**src/rtl/mc_pkg.sv**
```systemverilog
// mc_pkg: shared widths and FSM state type for the SRAM memory controller
package mc_pkg;
    localparam int SRAM_AW = 18;
    localparam int SRAM_DW = 16;
    localparam int WORD_W  = 32;

    typedef enum logic [2:0] {
        IDLE,
        F_LO,
        F_HI,
        R_LO,
        R_HI,
        W_LO,
        W_HI
    } state_e;
endpackage

```
**src/rtl/mem_controller_if.sv**
```systemverilog
// mem_controller_if: pipeline request ports and off-chip SRAM pins of the memory controller
interface mem_controller_if;
    import mc_pkg::*;
    logic               if_mc_en;
    logic [SRAM_AW-1:0] if_mc_addr;
    logic [WORD_W-1:0]  mc_if_data;
    logic               mc_if_valid;
    logic               mem_mc_en;
    logic               mem_mc_rw;
    logic [SRAM_AW-1:0] mem_mc_addr;
    logic [WORD_W-1:0]  mem_mc_wdata;
    logic [WORD_W-1:0]  mc_mem_rdata;
    logic               mc_mem_done;
    logic               mc_stall;
    logic [SRAM_AW-1:0] sram_addr;
    logic [SRAM_DW-1:0] sram_dq_out;
    logic               sram_dq_oe;
    logic [SRAM_DW-1:0] sram_dq_in;
    logic               sram_ce_n;
    logic               sram_oe_n;
    logic               sram_we_n;
    logic               sram_ub_n;
    logic               sram_lb_n;

    modport slave (
        input  if_mc_en, if_mc_addr, mem_mc_en, mem_mc_rw, mem_mc_addr, mem_mc_wdata, sram_dq_in,
        output mc_if_data, mc_if_valid, mc_mem_rdata, mc_mem_done, mc_stall,
               sram_addr, sram_dq_out, sram_dq_oe, sram_ce_n, sram_oe_n, sram_we_n, sram_ub_n, sram_lb_n
    );

    modport master (
        output if_mc_en, if_mc_addr, mem_mc_en, mem_mc_rw, mem_mc_addr, mem_mc_wdata, sram_dq_in,
        input  mc_if_data, mc_if_valid, mc_mem_rdata, mc_mem_done, mc_stall,
               sram_addr, sram_dq_out, sram_dq_oe, sram_ce_n, sram_oe_n, sram_we_n, sram_ub_n, sram_lb_n
    );
endinterface

```
**src/rtl/mem_controller.sv**
```systemverilog
// mem_controller: arbitrates fetch and data requests onto a 16-bit SRAM, two halfword cycles per 32-bit word
module mem_controller
    import mc_pkg::*;
(
    input logic              clock,
    input logic              reset,
    mem_controller_if.slave  bus
);
    state_e               state_q, state_d;
    logic [SRAM_AW-3:0]   addr_q;
    logic [WORD_W-1:0]    wdata_q;
    logic [SRAM_DW-1:0]   lo_q;
    logic [WORD_W-1:0]    if_data_q;
    logic [WORD_W-1:0]    mem_rdata_q;
    logic                 if_valid_q;
    logic                 mem_done_q;
    logic                 mem_req;
    logic                 if_req;
    logic                 active;
    logic                 hi;
    logic                 wr;
    logic                 unused_addr_lsbs;

    assign unused_addr_lsbs = ^{bus.if_mc_addr[1:0], bus.mem_mc_addr[1:0]};

    // A requester still holding its level request in its own completion cycle is not served twice
    assign mem_req = bus.mem_mc_en & ~mem_done_q;
    assign if_req  = bus.if_mc_en & ~if_valid_q;

    // Next state: data stage wins arbitration in IDLE, each access is LO then HI then back to IDLE
    always_comb begin
        state_d = state_q;
        case (state_q)
            IDLE:    state_d = mem_req ? (bus.mem_mc_rw ? W_LO : R_LO) : (if_req ? F_LO : IDLE);
            F_LO:    state_d = F_HI;
            R_LO:    state_d = R_HI;
            W_LO:    state_d = W_HI;
            default: state_d = IDLE;
        endcase
    end

    // State register, forced to IDLE the moment reset asserts
    always_ff @(posedge clock or negedge reset) begin
        if (!reset) state_q <= IDLE;
        else        state_q <= state_d;
    end

    // Request latching, halfword capture and result registers with their completion pulses
    always_ff @(posedge clock or negedge reset) begin
        if (!reset) begin
            addr_q      <= '0;
            wdata_q     <= '0;
            lo_q        <= '0;
            if_data_q   <= '0;
            mem_rdata_q <= '0;
            if_valid_q  <= 1'b0;
            mem_done_q  <= 1'b0;
        end else begin
            if_valid_q <= state_q == F_HI;
            mem_done_q <= state_q == R_HI || state_q == W_HI;
            if (state_q == IDLE && state_d != IDLE) begin
                addr_q  <= mem_req ? bus.mem_mc_addr[SRAM_AW-1:2] : bus.if_mc_addr[SRAM_AW-1:2];
                wdata_q <= bus.mem_mc_wdata;
            end
            if (state_q == F_LO || state_q == R_LO) lo_q <= bus.sram_dq_in;
            if (state_q == F_HI) if_data_q <= {bus.sram_dq_in, lo_q};
            if (state_q == R_HI) mem_rdata_q <= {bus.sram_dq_in, lo_q};
        end
    end

    assign active = state_q != IDLE;
    assign hi     = state_q == F_HI || state_q == R_HI || state_q == W_HI;
    assign wr     = state_q == W_LO || state_q == W_HI;

    assign bus.sram_addr   = active ? {1'b0, addr_q, hi} : '0;
    assign bus.sram_dq_out = wr ? (hi ? wdata_q[WORD_W-1:SRAM_DW] : wdata_q[SRAM_DW-1:0]) : '0;
    assign bus.sram_dq_oe  = wr;
    assign bus.sram_ce_n   = ~active;
    assign bus.sram_ub_n   = ~active;
    assign bus.sram_lb_n   = ~active;
    assign bus.sram_oe_n   = ~(active & ~wr);
    assign bus.sram_we_n   = ~wr;
    assign bus.mc_stall    = active;
    assign bus.mc_if_data   = if_data_q;
    assign bus.mc_if_valid  = if_valid_q;
    assign bus.mc_mem_rdata = mem_rdata_q;
    assign bus.mc_mem_done  = mem_done_q;
endmodule

```
**src/flat_wrapper.sv**
```systemverilog
// flat-port wrapper written by rule: the top's interface ports become plain ports
module mem_controller_flat import mc_pkg::*;
  (clock, reset, bus_if_mc_en, bus_if_mc_addr, bus_mem_mc_en, bus_mem_mc_rw, bus_mem_mc_addr, bus_mem_mc_wdata, bus_sram_dq_in, bus_mc_if_data, bus_mc_if_valid, bus_mc_mem_rdata, bus_mc_mem_done, bus_mc_stall, bus_sram_addr, bus_sram_dq_out, bus_sram_dq_oe, bus_sram_ce_n, bus_sram_oe_n, bus_sram_we_n, bus_sram_ub_n, bus_sram_lb_n);
  mem_controller_if bus_i ();
  input logic clock;
  input logic reset;
  input wire logic [$bits(bus_i.if_mc_en)-1:0] bus_if_mc_en;
  input wire logic [$bits(bus_i.if_mc_addr)-1:0] bus_if_mc_addr;
  input wire logic [$bits(bus_i.mem_mc_en)-1:0] bus_mem_mc_en;
  input wire logic [$bits(bus_i.mem_mc_rw)-1:0] bus_mem_mc_rw;
  input wire logic [$bits(bus_i.mem_mc_addr)-1:0] bus_mem_mc_addr;
  input wire logic [$bits(bus_i.mem_mc_wdata)-1:0] bus_mem_mc_wdata;
  input wire logic [$bits(bus_i.sram_dq_in)-1:0] bus_sram_dq_in;
  output wire logic [$bits(bus_i.mc_if_data)-1:0] bus_mc_if_data;
  output wire logic [$bits(bus_i.mc_if_valid)-1:0] bus_mc_if_valid;
  output wire logic [$bits(bus_i.mc_mem_rdata)-1:0] bus_mc_mem_rdata;
  output wire logic [$bits(bus_i.mc_mem_done)-1:0] bus_mc_mem_done;
  output wire logic [$bits(bus_i.mc_stall)-1:0] bus_mc_stall;
  output wire logic [$bits(bus_i.sram_addr)-1:0] bus_sram_addr;
  output wire logic [$bits(bus_i.sram_dq_out)-1:0] bus_sram_dq_out;
  output wire logic [$bits(bus_i.sram_dq_oe)-1:0] bus_sram_dq_oe;
  output wire logic [$bits(bus_i.sram_ce_n)-1:0] bus_sram_ce_n;
  output wire logic [$bits(bus_i.sram_oe_n)-1:0] bus_sram_oe_n;
  output wire logic [$bits(bus_i.sram_we_n)-1:0] bus_sram_we_n;
  output wire logic [$bits(bus_i.sram_ub_n)-1:0] bus_sram_ub_n;
  output wire logic [$bits(bus_i.sram_lb_n)-1:0] bus_sram_lb_n;
  assign bus_i.if_mc_en = bus_if_mc_en;
  assign bus_i.if_mc_addr = bus_if_mc_addr;
  assign bus_i.mem_mc_en = bus_mem_mc_en;
  assign bus_i.mem_mc_rw = bus_mem_mc_rw;
  assign bus_i.mem_mc_addr = bus_mem_mc_addr;
  assign bus_i.mem_mc_wdata = bus_mem_mc_wdata;
  assign bus_i.sram_dq_in = bus_sram_dq_in;
  assign bus_mc_if_data = bus_i.mc_if_data;
  assign bus_mc_if_valid = bus_i.mc_if_valid;
  assign bus_mc_mem_rdata = bus_i.mc_mem_rdata;
  assign bus_mc_mem_done = bus_i.mc_mem_done;
  assign bus_mc_stall = bus_i.mc_stall;
  assign bus_sram_addr = bus_i.sram_addr;
  assign bus_sram_dq_out = bus_i.sram_dq_out;
  assign bus_sram_dq_oe = bus_i.sram_dq_oe;
  assign bus_sram_ce_n = bus_i.sram_ce_n;
  assign bus_sram_oe_n = bus_i.sram_oe_n;
  assign bus_sram_we_n = bus_i.sram_we_n;
  assign bus_sram_ub_n = bus_i.sram_ub_n;
  assign bus_sram_lb_n = bus_i.sram_lb_n;
  mem_controller u_core (.clock(clock), .reset(reset), .bus(bus_i));
endmodule
```
**config.mk**
```make
export PLATFORM = sky130hd
export DESIGN_NAME = mem_controller_flat
export DESIGN_NICKNAME = d
export VERILOG_FILES = /design/src/rtl/mc_pkg.sv /design/src/rtl/mem_controller_if.sv /design/src/rtl/mem_controller.sv /design/src/flat_wrapper.sv
export SDC_FILE = /design/constraint.sdc
export NUM_CORES = 1
export LEC_CHECK = 0
export ABC_AREA = 1
export CAP_MARGIN = 20
export CORE_MARGIN = 4
export CORE_UTILIZATION = 43
export CTS_BUF_LIST = sky130_fd_sc_hd__clkbuf_4 sky130_fd_sc_hd__clkbuf_8
export CTS_CLUSTER_SIZE = 40
export DETAILED_ROUTE_END_ITERATION = 10
export GPL_TIMING_DRIVEN = 0
export PLACE_DENSITY = 0.79
export SETUP_SLACK_MARGIN = 0.05
export SLEW_MARGIN = 20
export SYNTH_ARGS = -nofsm -noshare
export SYNTH_HDL_FRONTEND = slang
export SYNTH_SLANG_ARGS = --single-unit
```
**constraint.sdc**
```tcl
create_clock -name clock -period 1.4 [get_ports clock]
set_clock_uncertainty 0.1 [all_clocks]
set_input_delay 0.28 -clock clock [delete_from_list [all_inputs] [get_ports clock]]
set_output_delay 0.28 -clock clock [all_outputs]
set_load 0.02 [all_outputs]
```
==> results, run 1 <==
- The run finished, with violations left.
- The checks that failed: negative setup slack.
- Summed over all layers, the global routing overflow is 0.
- The type of the worst setup path is flip-flop to output port.
- The synthesized-area fraction occupied by xor and xnor cells is 0%.
- The total count of hold-check failures in the final report is 0.
- The end of the worst register-to-register path is u_core.bus.mc_mem_rdata[29]$_DFFE_PN0P_.
- The initialized floorplan defines 42 standard-cell rows.
- The largest stage delay on the critical path is ~0.46 ns.
- The number of sinks handled by clock tree synthesis is 133.
- The number of distinct library cells after synthesis is 19.
- The internal power summed over all cells is 15250 uW.
- Compared with the post-synthesis result, the final layout area differs by 75.21%.
- The peak-usage layer in the global routing report is met2.
- The total cell area at the placement stage is about 8100 um^2.
- The placed wire-length estimate is 12.47 mm.
- Combinational cells account for 58.9% of the total power.
- The post-synthesis compound-gate area fraction is 7.126%.
- The worst endpoint data arrival time is approximately 1.8 ns.
- The switching share of power is 42.11%.
- For this run, global-route usage on met1 was measured as 31.67%.
- The starting density of the core is 43.75%.
- The post-synthesis instance area is 5794 um^2.
- For this run, the post-layout net count is 1064.
- STA classifies the critical path startpoint as a flip-flop.
- The placement-stage worst setup slack is -0.7967 ns.
- The highest clock rate is 0.4608 GHz.
- The reported leakage power is 0.005018 uW.
- Counting flops and latches in the post-synthesis netlist gives 133.
- The cell type with the highest occurrence count on the critical path is sky130_fd_sc_hd__buf_4.
- The average footprint of a synthesized cell is 8.196 um^2.
- Synthesis produced a netlist whose cell count is 707.
- The warning count from the yosys run is 0.
- In the layout the commonest cells are 170 x sky130_fd_sc_hd__nand2_1, 130 x sky130_fd_sc_hd__buf_6, 129 x sky130_fd_sc_hd__dfrtp_1, 82 x sky130_fd_sc_hd__clkdlybuf4s50_1, 68 x sky130_fd_sc_hd__inv_1.
- In this run the tightest slew margin relative to its limit is around 66%.
- The required time of the critical path is 1.02 ns.
- The main combinational cell family by area after synthesis is simple AND/OR/NAND/NOR gates.
- Walking the worst path, the cells encountered are inv_1, nand3_2, nand2_4, buf_4, nand2_1, nor2_4, buf_4.
- Registers are responsible for ~27% of the overall power.
- The clock period minus worst slack is 2.170 ns.
- The detail-routed via count per cell is 5.075.
- The worst register-to-register path begins at u_core.state_q[1]$_DFF_PN0_.
- The aggregate routed wire length is 21.03 mm.
- The category of the worst setup path capture point is an output port.
- The minimum setup slack in the final design is -0.7702 ns.
- Setup repair after global routing could not meet its margin everywhere.
- TritonCTS built the clock tree.
- For this design the ratio of total power to cell area is 2595 nW/um^2.
- Clock-pin slew was measured on the worst setup and hold paths at 0.08 ns.
- Cells fill 76.66% of the core in the end.
- The number of cell instances on the worst register-to-register path is 9.
- The die covers 15400 um^2.
- The clock network latency to the later pin of the worst-skew pair is 0.45 ns.
- The fraction of met3 tracks used by global routing is 10.31%.
- On the critical path, the stage with the largest delay is an instance of sky130_fd_sc_hd__dfrtp_2.
- The number of violations reported at the end of detailed-routing iteration 0 is 474.
- The CTS H-tree depth is 4.
- The die extent in x is about 120 um.
- The synthesized netlist devotes 0% of its cell area to adder and majority cells.
- For this run, the detailed router's first-pass iteration total came to 5.
- The region available for standard cell placement spans 13240 um^2.
- The share of the Yosys chip area taken by registers is between 50% and 60%.
- Setup violations remaining at the end of the flow were counted as 140.
- The routed layout has 5907 vias.
- The count of buffers from port buffering is 189.
- The reported max-cap violation count is 0.
- The cell count after placement is around 1100.
- The max-slew violation count came to 0.
- The first global-routing pass estimated 30.92 mm of wire.
- The mean routed wirelength per cell is about 18 um.
- IR analysis of the VDD net gives a maximum drop of about 0.0014 V.
- The synthesized netlist net count is 796.
- The path class of the lowest-slack min-delay path is input pin to async pin.
- The clock power share is 14.0%.
- The maximum number of pins on one net before global-route repair is between 100 and 150.
- After the flow finishes, the layout carries non-filler instances totaling 1164.
- The top cell family by delay on the critical path is simple AND/OR/NAND/NOR gates.
- The source of the critical timing path is u_core.state_q[0]$_DFF_PN0_.
- At the pin with the least slew margin, the transition time is 0.5151 ns.
- The number of antenna violations at the first check in global routing is 0.
- The final instance area is ~10000 um^2.
- Together, buffers and inverters on the worst path number 3.
- The setup TNS after final layout is -46.02 ns.
- The number of global-route vias before repair is 5942.
- After detailed routing, the number of remaining DRC violations is 0.
- The routability-driven placement congestion ratio is 0.8122.
- The mux contribution to synthesized area is 0%.
- The most common library cell in the layout ignoring fill and taps is sky130_fd_sc_hd__nand2_1.
- The fraction of final layout cells sized beyond drive strength 1 is between 30% and 40%.
- The global-route track usage on met2 is a little over two fifths.
- 196 I/O pins were placed.
- The buffer levels on the longest clock path is 2.
- Of the total synthesized cell area, the portion taken by AND, OR, NAND and NOR gates is between 20% and 30%.
- For flop-to-flop paths, the worst setup slack is -0.39 ns.
- The vertical die dimension is 124.1 um.
- The switching power summed over all nets is 11100 uW.
- In this run the remaining antenna-violating nets after routing total 0.
- The cell sitting at the root of the clock tree is a sky130_fd_sc_hd__clkbuf_8.
- The number of inserted diodes is 0.
- The number of clock buffers inserted by TritonCTS is 17.
- In this run the worst path has a maximum fanout of 4.
- The final critical path takes up 155.0% of the cycle.
- Global routing consumed, over all layers together, 26.75% of the routing resources.
## power by group through the flow
stage / Clock, uW / Combinational (uW) / Sequential, uW
2_1_floorplan: 0 / 5360 / 7580
3_3_place_gp: 0 / 10500 / 6680
3_5_place_dp: 0 / 10700 / 6690
4_1_cts: 3720 / 14200 / 6890
5_1_grt: 3920 / 16600 / 7320
6_report: 3700 / 15500 / 7130
## worst register-to-register path, stage by stage, from the launching register on
cell,delay [ns]
sky130_fd_sc_hd__dfrtp_2,0.48
sky130_fd_sc_hd__nor2_4,0.16
sky130_fd_sc_hd__buf_4,0.12
sky130_fd_sc_hd__buf_4,0.10
sky130_fd_sc_hd__buf_6,0.08
sky130_fd_sc_hd__nand2_1,0.09
sky130_fd_sc_hd__buf_6,0.16
sky130_fd_sc_hd__bufbuf_16,0.27
sky130_fd_sc_hd__nand2_1,0.05
sky130_fd_sc_hd__o21ai_0,0.07
## worst max path at each step
stage,end,cells past startpoint
finish,bus_sram_dq_out[1],7
floorplan,bus_sram_lb_n,6
global placement,u_core.bus.mc_mem_done$_DFF_PN0_,1
detailed placement,bus_sram_ub_n,7
CTS,bus_sram_dq_out[13],8
global route,bus_sram_dq_out[7],8
## metrics by stage
stage,total power (uW),hold WS (ns)
after floorplan,12940,-0.1156
after global placement,17160,0.3537
after detailed placement,17390,0.05973
after CTS,24770,0.1390
after global routing,27800,0.1746
final,26350,0.1766
## repair_timing
| item | 4_1_cts | 5_1_grt |
|---|---|---|
| pin swaps | 16 | 26 |
| buffers inserted | 42 | 7 |
| hold endpoints to repair | 67 | 0 |
| gates cloned | 13 | 1 |
| setup endpoints to repair | 238 | 237 |
| gates resized for setup | 787 | 117 |
| hold buffers | 1 | 0 |
## routing by layer
layer	vias to the layer above	routed length (um)
met2	262	10530
met1	2849	7886
met5	-	0
met4	0	737
met3	61	1874
li1	2735	-
## layout make-up
cell class	instances	area, um^2
plain buffers	45	548.0
clock buffers	19	255.2
clock inverters	13	197.7
fillers	829	3090
inverters	73	284.0
multi-input cells	457	2567
flip-flops and latches	133	3333
well taps	176	220.2
repair buffers	248	2746
## logic make-up (layout without fill, tap and decap cells)
logic type      Yosys count  in the layout
flops                   133            133
buf+inv                 118            398
compound gates           82             82
other cells               1              1
simple gates            373            374
## sequential cells by signal (all words and copies together), names as in the netlist
name and count:
u_core.addr_q 16, u_core.state_q 3, u_core.bus.mc_if_data 32, u_core.lo_q 16
u_core.wdata_q 32, u_core.bus.mc_mem_done 1, u_core.bus.mc_if_valid 1, u_core.bus.mc_mem_rdata 32
## synth_stat cells (all sizes together)
cell type	number	area, um^2
dfrtp	133	3328
inv	73	274.0
nand3	66	330.3
nor2	53	203.9
nand3b	1	7.510
o21ai	81	405.4
nand2	253	967.2
conb	1	3.750
buf	38	240.2
clkbuf	7	26.28
o21a	1	7.510
Note: power is estimated with default switching activity, not from simulation.
==> run 2: changes to the inputs <==
CORE_UTILIZATION = 41   (was 43)
CTS_BUF_LIST = unset   (was sky130_fd_sc_hd__clkbuf_4 sky130_fd_sc_hd__clkbuf_8)
PLACE_DENSITY = 0.76   (was 0.79)
==> run 2 against run 1 <==
The flow still finishes with violations (negative setup slack). Critical path depth increased by 1. Register-to-register slack lost 0.10 ns. Setup slack improved by 0.039 ns. Utilization increased by 6.1 points. First-iteration DRC count rose by 6.8%. Cell count increased by 6.3%. Clock power rose by 31%. Sequential power rose by 2%.
==> results, run 2 (synthesis results as in run 1) <==
- In this run the clock root is driven by a sky130_fd_sc_hd__clkbuf_16.
- The worst setup path is captured at an output port.
- The count of buffers from port buffering is 189.
- Setup repair after global routing could not meet its margin everywhere.
- The aggregate routed wire length is 25.06 mm.
- The critical path is of the flip-flop to output port type.
- Summed over all layers, the global routing overflow is 0.
- The area of the die is roughly 16000 um^2.
- The CTS H-tree depth is 4.
- The checks that failed: negative setup slack.
- The post-detailed-route count of antenna-violating nets is 0.
- The CTS tree is built.
- The number of inserted diodes is 0.
- Detailed routing inserted a total of around 6400 vias.
- Compared with the post-synthesis result, the final layout area differs by 98.17%.
- The share of the cycle needed by the critical path after routing is 152.2%.
- The congestion estimate from routability-driven global placement came to between 0.8 and 0.9.
- The max-slew violation count is 0.
- In the final timing run, aggregate negative setup slack is -56.82 ns.
- The placed wire-length estimate is 12.58 mm.
- The total power divided by cell area is 2697 nW/um^2.
- The die extent in x is around 130 um.
- The total count of hold-check failures in the final report is 0.
- For this design the top-level I/O count stands at 196.
- The required time of the critical path is 1.02 ns.
- The flow ran to the end, but the final reports show violations.
- The global-route total usage across every layer is 25.86%.
- The fraction of final layout cells sized beyond drive strength 1 is 52.13%.
- The number of clock buffers inserted by TritonCTS is 17.
- The path class of the lowest-slack min-delay path is input pin to flip-flop.
- The first TritonRoute pass finished after 5 iterations.
- Timing would allow up to 0.4692 GHz.
- Walking the worst path, the cells encountered are nor2_4, nor2_4, buf_6, buf_12, nand2_1, nand2_1, nor2_2, buf_6.
- The most common library cell in the layout ignoring fill and taps is sky130_fd_sc_hd__buf_6.
- After floorplanning, the core was divided into 43 placement rows.
- The wire length of the first global-routing pass is about 32 mm.
- Dividing the detail-routed wire length by the instance count gives 20.26 um.
- In the routed design, unresolved DRC markers number 0.
- The clock period minus worst slack is 2.131 ns.
- The clock network latency to the later pin of the worst-skew pair is 0.43 ns.
- The final layout net count is 1133.
- On the worst path, the slowest cell contributes a delay of between 0.4 and 0.5 ns.
- The worst endpoint data arrival time is 1.75 ns.
- The slowest cell on the critical path is sky130_fd_sc_hd__dfrtp_2.
- The die is between 100 and 150 um tall.
- The number of global-route vias before repair is 5921.
- The clock slew at the register clock pins of the worst setup and hold paths is around 0.07 ns.
- The number of antenna violations at the first check in global routing came to 0.
- Along the worst path, the maximum fanout reaches 6.
- The number of sinks handled by clock tree synthesis is 133.
- Across the run, the number of max-cap violations was 0.
- VDD sags by at most 0.001463 V.
- The detailed router finished its first iteration with 506 violations.
- The library cells used most frequently in the layout, excluding fill and tap cells, are 140 x sky130_fd_sc_hd__buf_6, 128 x sky130_fd_sc_hd__dfrtp_1, 123 x sky130_fd_sc_hd__nand2_1, 92 x sky130_fd_sc_hd__nand2_2, 83 x sky130_fd_sc_hd__buf_4.
- For this configuration, the core starts out at a cell density of 41.74%.
- For this design the static power due to leakage is roughly 0.0056 uW.
- In the routed layout, each cell is associated on average with a via count of a little over 5.
- The clock passes through at most 2 buffers.
- After floorplanning, the core was sized to cover approximately 14000 um^2.
- The final count of negative-setup-slack endpoints is 170.
- After layout, the worst setup slack is -0.7314 ns.
- Measured on the finished design, the core utilization comes to 82.72%.
- Entering global routing, the biggest net connects 92 pins.
- The critical path launch point type is a flip-flop.
## run 2: what timing repair did
item,in CTS,in global routing
pin swaps,13,11
gates resized for setup,786,300
buffers inserted,43,72
hold buffers,1,0
hold endpoints to repair,42,0
gates cloned,12,10
setup endpoints to repair,239,238
## run 2: area by class of cell
cell class / count / area (um^2)
Fill cell: 769 / 2399
Tap cell: 180 / 225.2
Sequential cell: 133 / 3334
Clock inverter: 12 / 165.2
Buffer: 44 / 578.1
Inverter: 73 / 286.5
Timing Repair Buffer: 318 / 3468
Clock buffer: 20 / 466.7
Multi-Input combinational cell: 457 / 2958
## run 2: final timing paths
kind,start,end,slack [ns],cells after the start
setup / recovery,u_core.state_q[1]$_DFF_PN0_,bus_sram_dq_out[9],-0.73,8
hold / removal,bus_mem_mc_en,u_core.addr_q[15]$_DFFE_PN0P_,0.18,5
setup reg to reg,u_core.state_q[0]$_DFF_PN0_,u_core.addr_q[5]$_DFFE_PN0P_,-0.49,12
hold reg to reg,u_core.wdata_q[8]$_DFFE_PN0P_,u_core.wdata_q[8]$_DFFE_PN0P_,0.37,2
max in group asynchronous,reset,u_core.bus.mc_mem_done$_DFF_PN0_,0.16,3
min in group asynchronous,reset,u_core.wdata_q[26]$_DFFE_PN0P_,0.24,2
## run 2: critical path, delay by kind of cell, from the launching register on
kind	cells	cell delay, ns
flip-flops	1	0.49
AND/OR/NAND/NOR	5	0.42
buffers and inverters	3	0.41
## run 2: power by group
part / total [uW] / internal (uW) / switching [uW]
Clock: 4830 / 2980 / 1850
Combinational: 18900 / 9420 / 9480
Sequential: 7240 / 5680 / 1560
Total: 31000 / 18100 / 12900
## run 2: per-stage QoR
stage,cells,total power (uW),setup slack [ns],hold WS [ns],cell area [um^2]
6_report,1237,30970,-0.7314,0.1802,11480
5_1_grt,1237,32270,-0.8023,0.1928,11480
4_1_cts,1164,25840,-0.7166,0.1688,9931
3_5_place_dp,1077,17420,-0.8131,0.08866,8150
3_3_place_gp,1076,17230,-5.921,0.3542,8118
2_1_floorplan,707,12940,-0.1584,-0.1156,6001
## run 2: per-layer routing
layer  share of wire, %  up-vias  GRT usage, %  wire length, um
met5                  0        -             0                0
met4                4.0        0         9.148             1006
met3                6.7       73         8.211             1671
met2                 53      321         43.34            13200
met1                 37     3144         31.50             9181
li1                   -     2879             -                -
